**src/rtl/fetch_pkg.sv**
```systemverilog
// fetch_pkg: default fetch addresses and the fetch FSM state encoding
package fetch_pkg;
    localparam logic [31:0] RESET_PC_DEF = 32'h0000_3000;
    localparam logic [31:0] EXC_PC_DEF   = 32'h0000_4180;
    localparam logic [31:0] TEXT_LO_DEF  = 32'h0000_3000;
    localparam logic [31:0] TEXT_HI_DEF  = 32'h0000_6FFC;
    typedef logic [1:0] state_t;
    localparam state_t S_REQ   = 2'd0;
    localparam state_t S_DRAIN = 2'd1;
    localparam state_t S_DONE  = 2'd2;
endpackage

```
**src/rtl/fetch_if.sv**
```systemverilog
// fetch_if: instruction-memory request bus
//   master (fetch side): drives imem_req/imem_addr, receives imem_ready/imem_rdata
//   slave  (memory side): the reverse
interface fetch_if #(parameter int ADDR_W = 32);
    logic              imem_req;
    logic [ADDR_W-1:0] imem_addr;
    logic              imem_ready;
    logic [31:0]       imem_rdata;
    modport master (output imem_req, imem_addr, input imem_ready, imem_rdata);
    modport slave  (input imem_req, imem_addr, output imem_ready, imem_rdata);
endinterface

```
**src/rtl/fetch_addr_chk.sv**
```systemverilog
// fetch_addr_chk: flags a fetch address that is misaligned or outside [TEXT_LO, TEXT_HI]
//   addr  in  fetch address
//   fault out 1 when the address must not be fetched
module fetch_addr_chk
    import fetch_pkg::*;
#(
    parameter int                ADDR_W  = 32,
    parameter logic [ADDR_W-1:0] TEXT_LO = ADDR_W'(TEXT_LO_DEF),
    parameter logic [ADDR_W-1:0] TEXT_HI = ADDR_W'(TEXT_HI_DEF)
) (
    input  logic [ADDR_W-1:0] addr,
    output logic              fault
);
    assign fault = (|addr[1:0]) || (addr < TEXT_LO) || (addr > TEXT_HI);
endmodule

```
**src/rtl/fetch_ctrl.sv**
```systemverilog
// fetch_ctrl: instruction fetch controller with redirect and aborted-access drain
//   clk, reset        clock, async active-high reset
//   F_en, NPC         advance permission and next PC from the pipeline
//   req_exc           redirect to EXC_PC (highest priority)
//   eret, EPC         redirect to EPC
//   imem              instruction-memory bus (master side)
//   F_PC, F_instr     current fetch PC and its instruction (0 on fault)
//   F_valid, F_AdEL   instruction held / fetch address fault
//   F_busy            stall request, inverse of F_valid
module fetch_ctrl
    import fetch_pkg::*;
#(
    parameter int                ADDR_W   = 32,
    parameter logic [ADDR_W-1:0] RESET_PC = ADDR_W'(RESET_PC_DEF),
    parameter logic [ADDR_W-1:0] EXC_PC   = ADDR_W'(EXC_PC_DEF),
    parameter logic [ADDR_W-1:0] TEXT_LO  = ADDR_W'(TEXT_LO_DEF),
    parameter logic [ADDR_W-1:0] TEXT_HI  = ADDR_W'(TEXT_HI_DEF)
) (
    input  logic              clk,
    input  logic              reset,
    input  logic              F_en,
    input  logic [ADDR_W-1:0] NPC,
    input  logic              req_exc,
    input  logic              eret,
    input  logic [ADDR_W-1:0] EPC,
    fetch_if.master           imem,
    output logic [ADDR_W-1:0] F_PC,
    output logic [31:0]       F_instr,
    output logic              F_valid,
    output logic              F_AdEL,
    output logic              F_busy
);
    state_t            state_q, state_d;
    logic [ADDR_W-1:0] pc_q, pc_d, pend_q, pend_d;
    logic [31:0]       instr_q, instr_d;
    logic              adel_q, adel_d;
    logic              fault, redir;
    logic [ADDR_W-1:0] tgt;

    fetch_addr_chk #(.ADDR_W(ADDR_W), .TEXT_LO(TEXT_LO), .TEXT_HI(TEXT_HI)) u_chk (
        .addr  (pc_q),
        .fault (fault)
    );

    assign redir          = req_exc | eret;
    assign tgt            = req_exc ? EXC_PC : EPC;
    // F_PC keeps the aborted address during DRAIN so the memory sees a stable request
    assign imem.imem_req  = (state_q == S_DRAIN) || (state_q == S_REQ && !fault);
    assign imem.imem_addr = pc_q;
    assign F_PC           = pc_q;
    assign F_instr        = instr_q;
    assign F_AdEL         = adel_q;
    assign F_valid        = state_q == S_DONE;
    assign F_busy         = !F_valid;

    always_comb begin
        state_d = state_q;
        pc_d    = pc_q;
        pend_d  = pend_q;
        instr_d = instr_q;
        adel_d  = adel_q;
        if (state_q == S_REQ) begin
            if (redir && imem.imem_req && !imem.imem_ready) begin
                state_d = S_DRAIN;
                pend_d  = tgt;
            end else if (redir) begin
                pc_d = tgt;
            end else if (fault) begin
                state_d = S_DONE;
                instr_d = 32'd0;
                adel_d  = 1'b1;
            end else if (imem.imem_ready) begin
                state_d = S_DONE;
                instr_d = imem.imem_rdata;
                adel_d  = 1'b0;
            end
        end else if (state_q == S_DRAIN) begin
            // a redirect arriving with the final ready still wins
            pend_d = redir ? tgt : pend_q;
            if (imem.imem_ready) begin
                state_d = S_REQ;
                pc_d    = pend_d;
            end
        end else if (redir || F_en) begin
            state_d = S_REQ;
            pc_d    = redir ? tgt : NPC;
        end
    end

    always_ff @(posedge clk or posedge reset) begin
        if (reset) begin
            state_q <= S_REQ;
            pc_q    <= RESET_PC;
            pend_q  <= '0;
            instr_q <= 32'd0;
            adel_q  <= 1'b0;
        end else begin
            state_q <= state_d;
            pc_q    <= pc_d;
            pend_q  <= pend_d;
            instr_q <= instr_d;
            adel_q  <= adel_d;
        end
    end
endmodule
```
**src/flat_wrapper.sv**
```systemverilog
// flat-port wrapper written by rule: the top's interface ports become plain ports
module fetch_ctrl_flat import fetch_pkg::*;
#(
    parameter int                ADDR_W   = 32,
    parameter logic [ADDR_W-1:0] RESET_PC = ADDR_W'(RESET_PC_DEF),
    parameter logic [ADDR_W-1:0] EXC_PC   = ADDR_W'(EXC_PC_DEF),
    parameter logic [ADDR_W-1:0] TEXT_LO  = ADDR_W'(TEXT_LO_DEF),
    parameter logic [ADDR_W-1:0] TEXT_HI  = ADDR_W'(TEXT_HI_DEF)
)
  (clk, reset, F_en, NPC, req_exc, eret, EPC, F_PC, F_instr, F_valid, F_AdEL, F_busy, imem_imem_req, imem_imem_addr, imem_imem_ready, imem_imem_rdata);
  fetch_if #(.ADDR_W(ADDR_W)) imem_i ();
  input  logic clk;
  input  logic reset;
  input  logic F_en;
  input  logic [ADDR_W-1:0] NPC;
  input  logic req_exc;
  input  logic eret;
  input  logic [ADDR_W-1:0] EPC;
  output logic [ADDR_W-1:0] F_PC;
  output logic [31:0] F_instr;
  output logic F_valid;
  output logic F_AdEL;
  output logic F_busy;
  output wire logic [$bits(imem_i.imem_req)-1:0] imem_imem_req;
  output wire logic [$bits(imem_i.imem_addr)-1:0] imem_imem_addr;
  input wire logic [$bits(imem_i.imem_ready)-1:0] imem_imem_ready;
  input wire logic [$bits(imem_i.imem_rdata)-1:0] imem_imem_rdata;
  assign imem_imem_req = imem_i.imem_req;
  assign imem_imem_addr = imem_i.imem_addr;
  assign imem_i.imem_ready = imem_imem_ready;
  assign imem_i.imem_rdata = imem_imem_rdata;
  fetch_ctrl #(.ADDR_W(ADDR_W), .RESET_PC(RESET_PC), .EXC_PC(EXC_PC), .TEXT_LO(TEXT_LO), .TEXT_HI(TEXT_HI)) u_core (.clk(clk), .reset(reset), .F_en(F_en), .NPC(NPC), .req_exc(req_exc), .eret(eret), .EPC(EPC), .imem(imem_i), .F_PC(F_PC), .F_instr(F_instr), .F_valid(F_valid), .F_AdEL(F_AdEL), .F_busy(F_busy));
endmodule
```
**config.mk**
```make
export PLATFORM = sky130hd
export DESIGN_NAME = fetch_ctrl_flat
export DESIGN_NICKNAME = d
export VERILOG_FILES = /design/src/rtl/fetch_pkg.sv /design/src/rtl/fetch_if.sv /design/src/rtl/fetch_addr_chk.sv /design/src/rtl/fetch_ctrl.sv /design/src/flat_wrapper.sv
export SDC_FILE = /design/constraint.sdc
export NUM_CORES = 1
export LEC_CHECK = 0
export ABC_AREA = 1
export CAP_MARGIN = 20
export CORE_AREA = 2 2 118 120
export CTS_BUF_LIST = sky130_fd_sc_hd__clkbuf_16
export CTS_CLUSTER_SIZE = 25
export DETAILED_ROUTE_END_ITERATION = 8
export DIE_AREA = 0 0 120 122
export PLACE_DENSITY = 0.76
export RECOVER_POWER = 100
export SLEW_MARGIN = 20
export SYNTH_ARGS = -nofsm -noshare
export SYNTH_HDL_FRONTEND = slang
export SYNTH_HIERARCHICAL = 1
export SYNTH_SLANG_ARGS = --single-unit
```
**constraint.sdc**
```tcl
create_clock -name clk -period 4.64 [get_ports clk]
set_clock_uncertainty 0.2 [all_clocks]
set_input_delay 0.464 -clock clk [delete_from_list [all_inputs] [get_ports clk]]
set_output_delay 0.464 -clock clk [all_outputs]
set_load 0.02 [all_outputs]
```
# --- After elaboration in Yosys (flattened, before gate mapping) ---
# Cells that the tools add are included.
totals:
  ff_bits: 99
  in_bits: 102
  elab_cells: 61
  out_inout_bits: 100
op_classes:
  bitwise: 3
  n_reduce_logical: 19
  n_lt_le_gt_ge: 2
  eq_ne: 8
  mux: 24
ops:
  columns: ["cell", "count"]
  rows:
  - ["$mux W32", 14]
  - ["$gt A32 B15 Y1 const B", 1]
  - ["$lt A32 B14 Y1 const B", 1]
  - ["$mux W2", 8]
  - ["$reduce_and A4 Y1", 3]
  - ["$logic_or A1 B1 Y1", 4]
  - ["$ne A2 B2 Y1 const B", 2]
  - ["$ne A4 B3 Y1 const B", 1]
  - ["$reduce_bool A2 Y1", 2]
  - ["$logic_and A1 B1 Y1", 3]
  - ["$logic_not A1 Y1", 3]
  - ["$ne A3 B2 Y1 const B", 1]
  - ["$ne A3 B3 Y1 const B", 1]
  - ["$reduce_bool A3 Y1", 1]
  - ["$eq A2 B1 Y1 const B", 1]
  - ["$eq A2 B2 Y1 const B", 1]
  - ["$logic_not A2 Y1", 1]
  - ["$mux W1", 2]
  - ["$ne A2 B1 Y1 const B", 1]
  - ["$not A1 Y1", 2]
  - ["$reduce_and A2 Y1", 1]
  - ["$reduce_or A2 Y1", 1]
  - ["$or A1 B1 Y1", 1]

# --- Depth between registers and ports, before layout ---
# Gate-level depths: netlist (run 1).
logic_depth:
  depth_word: 10
  ltp_mapped: 13
  depth_no_buf: 11

# --- Hierarchy ---
# Netlist (run 1), hierarchy kept.
modules_own_cells:
  columns: ["module", "seq_area_each_um2", "cells_per_inst", "area_each_um2", "n_inst"]
  rows:
  - ["fetch_ctrl", 2479.9, 845, 5823.1, 1]
  - ["fetch_addr_chk", 0.0, 23, 91.3, 1]

# --- Worst setup path after synthesis (run 1) ---
# Ideal clock, no wire load.
synth_path:
  path_type: "reg-to-reg"
  startpoint: "register u_core.pc_q[13] (netlist: u_core/F_PC[13])"
  endpoint: "register u_core.adel_q (netlist: u_core/F_AdEL)"
  required_time_ns: 4.357
  setup_ns: 0.083
  path_buffers: 2
  path_slack_ns: 2.527
  path_stages_with_launch: 13
  arrival_ns: 1.831
  synth_period_minus_slack_ns: 2.113
  cell_sequence: "dfstp_2 > nand2_1 > nand2_1 > nand3_1 > nor2_1 > nand3_1 > nor2_1 > inv_1 > nand3_1 > buf_2 > buf_2 > nand2_1 > o21ai_0"
synth_between:
  elab_chain_len: 10
  elab_cells_between_ends: 13
  classes_between: "order compare: 2; mux: 1; bitwise: 1; reduce/logical: 9"
synth_lines:
  columns: ["element", "line_no", "source"]
  rows:
  - ["start, declared", "fetch_ctrl.sv:34", "logic [ADDR_W-1:0] pc_q, pc_d, pend_q, pend_d;"]
  - ["start signal, assigned", "fetch_ctrl.sv:99", "pc_q <= pc_d;"]
  - ["$lt A32 B14 Y1", "fetch_addr_chk.sv:14", "assign fault = (|addr[1:0]) || (addr < TEXT_LO) || (addr > TEXT_HI);"]
  - ["$logic_or A1 B1 Y1", "fetch_addr_chk.sv:14", null]
  - ["$logic_or A1 B1 Y1 *", "fetch_addr_chk.sv:14", null]
  - ["via u_core.fault", "fetch_ctrl.sv:37", "logic fault, redir;"]
  - ["$logic_not A1 Y1", "fetch_ctrl.sv:48", "assign imem.imem_req = (state_q == S_DRAIN) || (state_q == S_REQ && !fault);"]
  - ["$logic_and A1 B1 Y1", "fetch_ctrl.sv:48", null]
  - ["$logic_or A1 B1 Y1", "fetch_ctrl.sv:48", null]
  - ["$logic_and A1 B1 Y1 (2 in series)", "fetch_ctrl.sv:63", "if (redir && imem.imem_req && !imem.imem_ready) begin"]
  - ["$not A1 Y1 (no line)", null, null]
  - ["$reduce_and A4 Y1 (no line)", null, null]
  - ["end signal, assigned", "fetch_ctrl.sv:102", "adel_q <= adel_d;"]
  - ["end, declared", "fetch_ctrl.sv:36", "logic adel_q, adel_d;"]
# The timed path passes the listed nets; every way through them passes the cells marked *.
# A chain may end at the register's enable or synchronous reset.

# --- Final worst setup path (run 1) ---
layout_path:
  startpoint: "input req_exc"
  endpoint: "register u_core.pc_q[30] (netlist: u_core/F_PC[30])"
layout_between:
  elab_chain_len: 5
  elab_cells_between_ends: 17
  classes_between: "eq/ne: 2; mux: 9; bitwise: 1; reduce/logical: 5"
layout_lines:
  columns: ["element", "line_no", "source"]
  rows:
  - ["start, declared", "flat_wrapper.sv:16", "input logic req_exc;"]
  - ["$mux W32 or $or A1 B1 Y1 (tied branches)", "fetch_ctrl.sv:46, fetch_ctrl.sv:45", null]
  - ["$mux W32 (tied with other cells)", "fetch_ctrl.sv:86", "pc_d = redir ? tgt : NPC;"]
  - ["$mux W32 (tied with other cells)", "fetch_ctrl.sv:84", "end else if (redir || F_en) begin"]
  - ["$mux W32 or $ne A2 B2 Y1 (tied branches)", null, null]
  - ["$mux W32 or $reduce_and A4 Y1 (tied branches)", null, null]
# Parallel ways exist; a longest one is shown, timed or not. The select of a mux whose other input is x is not followed.

==> flow_results.org, run 1 <==
** Floorplanning
- From bottom edge to top edge, the die measures roughly 120 um.
- Initial Util :: 43.80%
- 202 I/O pins were placed.
- After floorplanning, the core was divided into 43 placement rows.
- Core ar. :: 13,500 um^2
- Total Die Area :: 14,640 um^2
- Die span in x :: 120 um

** Clock tree
- No sink is reached through more buffers than the 2 on the longest clock path.
- Post-cts resize count :: 0
- Post-CTS repair timing setup buffer count :: 0
- The H-tree was split into 3 levels.
- The number of hold buffers added after CTS was 0.
- Clock latency on the worst-skew pair, taken at its later pin, is 0.35 ns.
- In this run, CTS created clock tree buffers numbering 9.
- Root cell of the clock tree :: clkbuf_16
- Clock-pin slew of the registers on the worst-case setup and hold paths :: 0.07 ns
- CTS saw about 100 sinks.
- CTS tree :: yes

** STA
- Slew Viols, Final :: 48
- After layout, the minimum clock period comes to 3.421 ns.
- For the final routed database, the setup TNS stands at 0 ns.
- Measured against its own limit, the worst slew margin works out to -42.71%.
- Maximum clock frequency :: around 0.29 GHz
- Finish-stage setup viols :: 0
- Final-report hold violation count :: 0
- Final clock period utilization by the worst path :: ~74%
- For the pin with the worst max-slew slack, the measured transition is 2.129 ns.
- Setup repair after global routing left no endpoint under its margin.

** Global route
- Entering global routing, the biggest net connects 68 pins.
- Aggregate global routing overflow :: 0
- Wire length of the first global-routing pass :: roughly 29,000 um
- The number of global-route vias before repair was 5,276.
- Total global routing track utilization :: around a quarter
- Antenna violations before repair :: 0

** Worst setup path
- Worst reg2reg path depth :: 6
- STA classifies the critical path endpoint as a register.
- The most critical setup path has its startpoint at req_exc.
- R2R setup slack :: 1.37 ns
- STA classifies the critical path startpoint as an input pin.
- The endpoint identified for the worst register-to-register timing path is u_core/pend_q[16]$_DFFE_PP0P_.
- Critical path class :: input pin to register
- The worst register-to-register path begins at u_core/state_q[1]$_DFFE_PP0P_.
- STA puts the critical path data arrival time at 3.46 ns.
- Data required time of the worst path :: between 4 and 5 ns
- Along the worst path, the maximum fanout reaches 32.

** Route
- Total number of vias :: 6,077
- In the routed design, unresolved DRC markers number 0.
- Drt first-iter violations :: between 600 and 700
- The count of nets left with antenna violations once routing finished came out at 0.
- Pre-Repair DR Iteration Count :: 5
- Post-detailed-routing wire length :: 18,050 um
- Using the TritonRoute via totals, the vias-per-cell ratio works out to 5.115.
- In the final routed layout, each cell accounts on average for 15.19 um.

** Yosys
- Of the post-synthesis cell area, the part taken by muxes is 0%.
- Synthesis handed over a netlist of 868 instances.
- After Yosys synthesis, full adders, half adders and majority gates account for 0% of the synthesized area.
- The synthesized netlist devotes around 8.6% of its cell area to compound gates.
- Flip-flop and latch count after synthesis :: 99
- Portion of the post-synthesis area used by sequential elements :: approximately two fifths
- The Yosys step of the flow raised 6 warnings.
- Summed over its instances, the top area cell type makes up about two fifths of the synthesized netlist area.
- Summed over all instances, the cell type with the most area after synthesis is dfrtp_1.
- The number of different library cells used by synthesis comes to 23.
- Netlist area before placement :: about 5900 um^2
- Dividing the synthesized area by the synthesized cell count gives roughly 7 um^2.
- Net count of the mapped netlist :: 970
- By area, the combinational part of the netlist is dominated by simple AND/OR/NAND/NOR gates.
- Basic-gate share of the synthesized area counting and, or, nand and nor cells :: 37.83%
- The synthesized netlist devotes 0% of its cell area to XOR and XNOR gates.
- Top cells by area, synth :: dfrtp_1, nand2_1, nand3_1

** Power
- Logic pwr share :: around a quarter
- Leakage power summed over all cells :: about 4.1 nW
- Of the total power, the share spent switching nets is 32.35%.
- Cell Int Power :: 0.001656 W
- The share of total power dissipated in the clock network is 31.9%.
- Power spent charging and discharging nets :: 0.0007921 W
- Dividing total power by cell area gives a power density of 307.0 nW/um^2.
- Sequential Power Share :: about 43%
- Post-layout power :: 0.002449 W
- VDD sags by at most 0.2140 mV.

** Min path
- The startpoint identified for the worst hold timing path is u_core/F_instr[22]$_DFFE_PP0P_.
- The tightest min-delay check is of the register to register type.
- Cell depth of the worst hold path :: 2
- Destination of the worst hold path :: u_core/F_instr[22]$_DFFE_PP0P_

** Final layout
- N_diodes :: 0
- Summing all multi-input logic gate instances after layout gives 2734 um^2.
- Across the whole layout, storage elements account for 2480 um^2.
- The layout has approximately 1,200 filler cells.
- Compared with the post-synthesis result, the final layout area differs by 34.86%.
- Area of all placed cells without fillers :: 7976 um^2
- For this run, the share of the core covered by cells in the final layout is 59.07%.
- In the final design database the tool counted 1,105 nets.
- Ratio of cells with drive above 1 in the final layout :: under 10%

** Placed design
- In this run the tool buffered the top-level ports with 201 buffer cells.
- The congestion estimate from routability-driven global placement came to 0.8813.
- After detailed placement, the total cell area comes to 7699 um^2.
- Detailed placement finished with a half-perimeter wire length of 12,790 um.

** Flow run
- Max-cap violation count :: 1

** Status
- The final reports fail on capacitance limit, slew limit.
- The flow ran to the end, but the final reports show violations.
==> cell usage after synthesis (all sizes together) <==
master	number
nand2	412
a22oi	1
inv	37
dfstp	2
a21boi	16
buf	71
or2	3
dfrtp	97
a21oi	5
o211ai	3
nor2	46
nand4	4
nand3	87
clkbuf	17
o21ai	67
==> cell usage in the layout (no fill, tap or decap), drive strengths merged, types with 3 or more instances in the layout <==
cell | synthesis | routed
a21boi | 16 | 16
a21oi | 5 | 5
buf | 71 | 10
clkbuf | 17 | 10
clkdlybuf4s50 | 0 | 99
dfrtp | 97 | 97
dlygate4sd3 | 0 | 102
inv | 37 | 40
nand2 | 412 | 412
nand3 | 87 | 87
nand4 | 4 | 4
nor2 | 46 | 46
o211ai | 3 | 3
o21ai | 67 | 67
or2 | 3 | 3
==> routing by layer <==
layer	share of wire, %	vias to the layer above	track usage [%]
met4	1.7	0	7.721
met3	8.3	24	2.762
li1	-	2972	-
met2	46	279	37.64
met5	0	-	0
met1	44	2802	36.63
==> per-stage QoR <==
step	hold WS, ns	setup slack [ns]	cells
global route	0.3021	0.8146	1188
floorplan	0.2492	1.389	868
CTS	0.2844	1.626	1188
finish	0.2807	1.219	1188
global placement	0.2622	1.361	1172
detailed placement	0.2656	1.255	1172
==> cells by family (layout without fill, tap and decap cells) <==
| kind of cell | count (synthesis) | after routing |
|---|---|---|
| buffers and inverters | 125 | 265 |
| and+or+nand+nor | 552 | 552 |
| AOI/OAI and AO/OA | 92 | 92 |
| DFF | 99 | 99 |
==> state kept, by name, indices dropped and copies added (netlist names) <==
register and flops:
u_core/F_AdEL 1, u_core/F_PC 32, u_core/F_instr 32, u_core/state_q 2, u_core/pend_q 32
==> how the worst max path moves through the flow <==
stage	slack, ns	endpoint
2_1_floorplan	1.39	u_core/F_AdEL$_DFFE_PP0P_
3_3_place_gp	1.36	u_core/F_PC[18]$_DFFE_PP0P_
3_5_place_dp	1.25	u_core/F_PC[14]$_DFFE_PP0P_
4_1_cts	1.63	u_core/F_PC[14]$_DFFE_PP0P_
5_1_grt	0.81	u_core/pend_q[17]$_DFFE_PP0P_
6_report	1.22	u_core/F_PC[30]$_DFFE_PP0P_
==> worst max-delay path, stage by stage <==
cell           delay, ns
dlygate4sd3_1       1.01
nor2_4              0.28
nand2_1             0.19
nand4_1             1.06
nand2_1             0.33
nand2_1             0.09
==> cell type report <==
| type | instances | area share, % |
|---|---|---|
| clock buffers | 9 | 2.824 |
| clock inverters | 7 | 1.020 |
| inverters | 37 | 1.757 |
| multi-input cells | 644 | 34.27 |
| flip-flops and latches | 99 | 31.09 |
| well taps | 180 | 2.824 |
| repair buffers | 212 | 26.21 |
==> power by group through the flow <==
| stage | clock, W | combinational (W) | sequential (W) |
|---|---|---|---|
| final | 0.000780 | 0.000613 | 0.00106 |
| after global routing | 0.000824 | 0.000676 | 0.00107 |
| after CTS | 0.000791 | 0.000643 | 0.00106 |
| after detailed placement | 0 | 0.000641 | 0.00107 |
| after global placement | 0 | 0.000634 | 0.00107 |
| after floorplan | 0 | 0.000351 | 0.00109 |
Power figures use the tool's default switching activity.
==> inputs of run 2 (changes only) <==
Settings changed: CORE_AREA 2 2 118 120 to 2 2 122 124, DIE_AREA 0 0 120 122 to 0 0 124 126, PLACE_DENSITY 0.76 to 0.75.
Clock period 4.64 ns to 3.1 ns, I/O delays scaled along.
==> flow_results.org, run 2 (same netlist as run 1, synthesis figures left out) <==
** Clock tree
- Clock-pin slew of the registers on the worst-case setup and hold paths :: 0.07 ns
- Post-cts resize count :: 0
- Root cell of the clock tree :: clkbuf_16
- H-tree depth :: 3
- TritonCTS created 9 clock buffers.
- CTS tree :: yes
- Latest clock arrival within the worst-skew pair :: 0.34 ns
- Max Root-Sink Buffers :: 2
- TritonCTS Sinks :: 99

** Flow run
- Max-cap violation count :: 0

** Placed design
- In this run the tool buffered the top-level ports with roughly 200 buffer cells.
- Number of placed cells counting well taps :: 1,183
- After legalization and detailed placement, the total HPWL measured 12,520 um.
- Gpl congestion :: 0.8754

** Power
- IR analysis of the VDD net gives a maximum drop of between 0.3 and 0.4 mV.
- Summed over all nets, the switching power comes to 0.001156 W.
- Cell Int Power :: 0.002551 W
- Sequential cells burn 42.3% of the power.
- Logic pwr share :: 25.2%
- In this run the power density over the cells is ~460 nW/um^2.
- The analysis attributes to cell leakage a power of 4.125 nW.
- The clock network is responsible for 32.5% of the overall power.
- Switching fraction of total power :: between 30% and 40%

** Floorplanning
- The die covers 15,620 um^2.
- The initial utilization of the core area, before any placement, comes to 41.32%.
- The die is 124 um wide.
- Chip height :: 126 um
- # rows :: 44
- Core ar. :: 14,310 um^2
- 202 I/O pins were placed.

** Worst setup path
- Arrival time of data at the critical path endpoint :: 2.34 ns
- Data required time of the worst path :: around 2.6 ns
- Critical path class :: register to output port
- STA classifies the critical path endpoint as an output port.
- For this run, the slowest stage of the critical path takes 0.66 ns.
- The largest individual stage delay along the critical path comes from the cell clkdlybuf4s50_1.
- STA classifies the critical path startpoint as a register.
- Of all nets on the critical path, the largest fanout is 4.
- Walking the worst path, the cells encountered are nand2_1 > nand2_1 > nand3_1 > nor2_1 > nand3_1 > a21oi_1 > clkdlybuf4s50_1.

** Min path
- Hold/Removal Path Class :: register to register

** Final layout
- Relative to the synthesized area, the layout overhead comes to 36.43%.
- Of the cells placed in the final design, the portion with a size suffix greater than 1 is 4.626%.
- N_diodes :: 0
- Most common cell after layout, fill and taps aside :: nand2_1
- Final net count :: 1,113
- In the layout the commonest cells are nand2_1, dlygate4sd3_1, clkdlybuf4s50_1.
- Post-layout instance count excluding filler cells :: 1,200
- Number of inserted filler cells in the final layout :: approximately 1,400

** Global route
- The initial antenna violation count is 0.
- For this run the aggregate overflow at the end of global routing stands at 0.
- The number of global-route vias before repair is 5,365.
- Entering global routing, the biggest net connects 68 pins.
- Total global routing track utilization :: 23.42%
- The first global-routing pass estimated 28,430 um of wire.

** Status
- The flow ran to the end, and the final reports show no timing, DRC or antenna violations.

** Route
- Drt first-iter violations :: roughly 680
- Pre-Repair DR Iteration Count :: 5
- Post-detailed-routing wire length :: approximately 18,000 um
- Antenna-violating nets left :: 0
- Across all layers, the routed design uses 6,009 vias.
- In the routed design, unresolved DRC markers number 0.
- Using the TritonRoute via totals, the vias-per-cell ratio works out to 5.008.
- In the final routed layout, each cell accounts on average for 14.97 um.

** STA
- Maximum clock frequency :: 0.3508 GHz
- On the final layout, the worst hold slack is 0.2789 ns.
- Headroom to the max-slew limit came out at 14.38%.
- The worst path uses 91.94% of the clock period.
- Slew Viols, Final :: 0
- For the finished layout, the period the worst path requires is 2.850 ns.
- Setup violations remaining at the end of the flow were counted as 0.
- Slew at the pin closest to its max-slew limit :: 1.284 ns
- Setup repair after global routing left no endpoint under its margin.
- Total Neg Setup Slack :: 0 ns
- Final-report hold violation count :: 0
==> run 2: changes by cell type in the layout (fill, tap and decap cells not counted), moves of 2 or more <==
cell,previous run,this run
clkbuf_2,0,2
buf_4,10,14
clkdlybuf4s50_1,99,101
inv_6,3,1
nand3_1,87,85
==> run 2: repair_timing <==
| action | in CTS | in global routing |
|---|---|---|
| setup endpoints to repair | 0 | 0 |
| hold buffers | 1 | 0 |
| setup buffers | 0 | 0 |
| hold endpoints to repair | 6 | 0 |
==> run 2: final cells by class <==
cell class | instances | area [um^2] | share of cell area [%]
Clock inverter | 7 | 92.59 | 1.147
Clock buffer | 9 | 225.2 | 2.791
Sequential cell | 99 | 2480 | 30.73
Timing Repair Buffer | 220 | 2150 | 26.64
Multi-Input combinational cell | 644 | 2751 | 34.10
Inverter | 37 | 140.1 | 1.737
Tap cell | 184 | 230.2 | 2.853
==> run 2: worst paths after layout <==
| path | from | endpoint | slack (ns) | cells past startpoint |
|---|---|---|---|---|
| max in group asynchronous | reset | u_core/pend_q[15]$_DFFE_PP0P_ | 0.43 | 4 |
| min in group asynchronous | reset | u_core/F_instr[28]$_DFFE_PP0P_ | 0.72 | 3 |
| min | u_core/F_instr[0]$_DFFE_PP0P_ | u_core/F_instr[0]$_DFFE_PP0P_ | 0.28 | 2 |
| max | u_core/F_PC[13]$_DFFE_PP1P_ | imem_imem_req | 0.25 | 7 |
| min reg2reg | u_core/F_instr[0]$_DFFE_PP0P_ | u_core/F_instr[0]$_DFFE_PP0P_ | 0.28 | 2 |
| max reg2reg | u_core/F_PC[13]$_DFFE_PP1P_ | u_core/F_instr[17]$_DFFE_PP0P_ | 0.36 | 10 |
==> run 2: worst max-delay path: cells and delay by family (launching register included) <==
| kind | cells | cell delay (ns) |
|---|---|---|
| compound gates | 1 | 0.21 |
| flops | 1 | 0.60 |
| buf+inv | 1 | 0.66 |
| simple gates | 5 | 0.52 |
==> run 2: stage by stage <==
| step | utilization, % | total power [W] | worst slack (ns) | area (um^2) |
|---|---|---|---|---|
| 3_3_place_gp | 54.27 | 0.002556 | 0.4615 | 7769 |
| 2_1_floorplan | - | 0.002155 | 0.002883 | 5914 |
| 6_report | 56.37 | 0.003707 | 0.2497 | 8069 |
| 4_1_cts | 56.56 | 0.003780 | 0.2408 | 8097 |
| 5_1_grt | 56.37 | 0.003911 | 0.08373 | 8069 |
| 3_5_place_dp | 54.27 | 0.002574 | 0.4323 | 7769 |
==> run 2: per-layer routing <==
metal / up-vias / share of wire (%) / wire length [um] / GRT usage, %
li1: 2986 / - / - / -
met1: 2753 / 45 / 8125 / 34.17
met2: 244 / 45 / 8004 / 35.23
met3: 26 / 8.0 / 1438 / 4.484
met4: 0 / 2.2 / 397 / 7.006
met5: - / 0 / 0 / 0
==> run 2: power by group through the flow <==
stage                     Combinational, W  Clock (W)  Sequential [W]
final                             0.000935    0.00120         0.00157
after global routing               0.00104    0.00128         0.00159
after CTS                         0.000982    0.00122         0.00157
after detailed placement          0.000978          0         0.00160
after global placement            0.000964          0         0.00159
after floorplan                   0.000525          0         0.00163
==> inputs of run 3 (changes only) <==
Settings changed: PLACE_DENSITY 0.75 to 0.74.
==> flow_results.org, run 3 (same netlist as run 1, synthesis figures left out) <==
** Global route
- Number of global-route vias before repair :: 5,329
- Antenna violations before repair :: 1
- Total global routing track utilization :: 23.24%
- Wire length of the first global-routing pass :: 28,290 um
- Aggregate global routing overflow :: 0
- Entering global routing, the biggest net connects 100 pins.

** Clock tree
- TritonCTS Sinks :: 99
- TritonCTS created 9 clock buffers.
- No sink is reached through more buffers than the 2 on the longest clock path.
- The clock tree synthesis step divided the H-tree into 3 levels.
- For the worst-skew pair, the clock arrives at the later sink with an insertion delay of 0.35 ns.
- Clock-pin slew of the registers on the worst-case setup and hold paths :: 0.07 ns
- Clock tree synthesis selected as its root buffer the cell clkbuf_16.
- Number of hold-repair buffers added at the cts stage :: 0
- Gates resized during post-CTS repair numbered 0.
- TritonCTS built the clock tree.
- Buffers added to address setup during post-CTS repair amount to 0.

** Status
- The flow ran to the end, and the final reports show no timing, DRC or antenna violations.

** Floorplanning
- Initial Util :: approximately 41%
- Total Die Area :: around 16,000 um^2
- Chip height :: 126 um
- Ports placed on the boundary :: 202
- The initialized floorplan defines 44 standard-cell rows.
- Core ar. :: 14,310 um^2
- Die span in x :: 124 um

** Route
- In the final routed layout, each cell accounts on average for 14.85 um.
- Once detail routing completed, the nets flagged for antenna violations numbered 0.
- For this run, the detailed router's first-pass iteration total came to 5.
- Vias per Instance :: 4.977
- Wires add up to 17,790 um.
- In the routed design, unresolved DRC markers number 0.
- Drt first-iter violations :: 612
- The routed layout has approximately 6,000 vias.

** Final layout
- Leaving out fill and tap cells, the most frequent cell in the layout is nand2_1.
- Area growth from synthesis to final layout :: 35.86%
- Number of inserted filler cells in the final layout :: about 1,400
- The finished layout holds roughly 1,200 standard cells, fillers aside.
- Ratio of cells with drive above 1 in the final layout :: under 10%
- The final layout contains 1,110 nets.
- Registers take between 2000 and 2500 um^2.
- In the layout the commonest cells are nand2_1, clkdlybuf4s50_1, dlygate4sd3_1.
- Multi-input gate area in the final layout :: 2750 um^2

** Power
- The worst-case IR drop observed on VDD is 0.2936 mV.
- For this design the static power due to leakage is approximately 4.1 nW.
- Power spread over the standard cell area amounts to 455.0 nW/um^2.

** Worst setup path
- CP Capture Type :: output port
- In this run the worst path has a maximum fanout of 4.
- Arrival time of data at the critical path endpoint :: 2.27 ns
- The worst setup path is launched from a register.
- By startpoint and endpoint, the worst setup path is classified as register to output port.
- Data required time of the worst path :: around 2.6 ns

** STA
- Slew Viols, Final :: 0
- Final worst slack :: 0.3185 ns
- Maximum clock frequency :: 0.3595 GHz
- In this run the tightest slew margin relative to its limit is under 10%.
- For the pin with the worst max-slew slack, the measured transition is between 1 and 1.5 ns.
- Final-report hold violation count :: 0
- The worst path uses between 80% and 90% of the clock period.
- Setup repair after global routing left no endpoint under its margin.
- The clock period could shrink to between 2 and 3 ns.
- Finish-stage setup viols :: 0
- After routing, the total negative slack on setup checks comes to 0 ns.

** Placed design
- Post-Place Setup Slack :: about 0.46 ns
- Counting tap cells, the placed design contains a total of 1,181 instances.
- Half-perimeter wire length after detailed placement :: roughly 12,000 um
- The count of buffers added on input and output ports is 201.
- Gpl congestion :: 0.8946

** Min path
- Hold/Removal Path Class :: register to register

** Flow run
- Across the run, the number of max-cap violations was 0.
run 3: changes by cell type in the layout (fill, tap and decap cells not counted), sizes merged:
| cell | change |
|---|---|
| diode | +1 |
| inv | +2 |
| bufinv | -1 |
| dlygate4sd3 | -1 |
| clkinv | -1 |
| buf | -3 |
| clkbuf | +1 |
run 3: per-layer routing:
metal	routed length (um)	global-route usage [%]	vias up
met4	383	8.394	0
met2	8133	33.94	249
li1	-	-	2982
met1	7937	34.89	2707
met3	1331	3.397	25
met5	0	0	-
run 3: per-stage QoR:
step           power, W  util [%]  cell area (um^2)  hold slack [ns]
4_1_cts        0.003734     56.39              8071           0.2731
2_1_floorplan  0.002155         -              5914           0.2492
6_report       0.003656     56.14              8035           0.2801
5_1_grt        0.003874     56.14              8035           0.3041
3_5_place_dp   0.002568     54.26              7766           0.2664
3_3_place_gp   0.002556     54.26              7766           0.2631
run 3: final cells by class:
type / instances / area share, %
Multi-Input combinational cell: 644 / 34.23
Sequential cell: 99 / 30.86
Tap cell: 184 / 2.865
Clock inverter: 7 / 0.9966
Antenna cell: 1 / 0.03114
Inverter: 37 / 1.744
Clock buffer: 9 / 2.803
Timing Repair Buffer: 217 / 26.47
run 3: worst paths after layout:
kind | end | cells after the start | slack (ns) | start
max | imem_imem_req | 7 | 0.32 | u_core/F_PC[12]$_DFFE_PP1P_
min | u_core/pend_q[28]$_DFFE_PP0P_ | 2 | 0.28 | u_core/pend_q[28]$_DFFE_PP0P_
max reg2reg | u_core/F_PC[14]$_DFFE_PP0P_ | 7 | 0.37 | u_core/state_q[1]$_DFFE_PP0P_
min reg2reg | u_core/pend_q[28]$_DFFE_PP0P_ | 2 | 0.28 | u_core/pend_q[28]$_DFFE_PP0P_
max in group asynchronous | u_core/pend_q[15]$_DFFE_PP0P_ | 3 | 1.13 | reset
min in group asynchronous | u_core/F_instr[1]$_DFFE_PP0P_ | 3 | 0.73 | reset
run 3: critical path, stage by stage, from the launching register on:
cell             delay, ns
dfstp_1               0.58
nand2_1               0.08
nand2_1               0.06
nand3_1               0.06
nor2_1                0.08
nand3_1               0.19
a21oi_1               0.21
clkdlybuf4s50_1       0.66
run 3: power breakdown:
group	switching [W]	internal, W
registers	0.000126	0.00144
clock network	0.000526	0.000639
logic	0.000524	0.000398
total	0.00118	0.00248
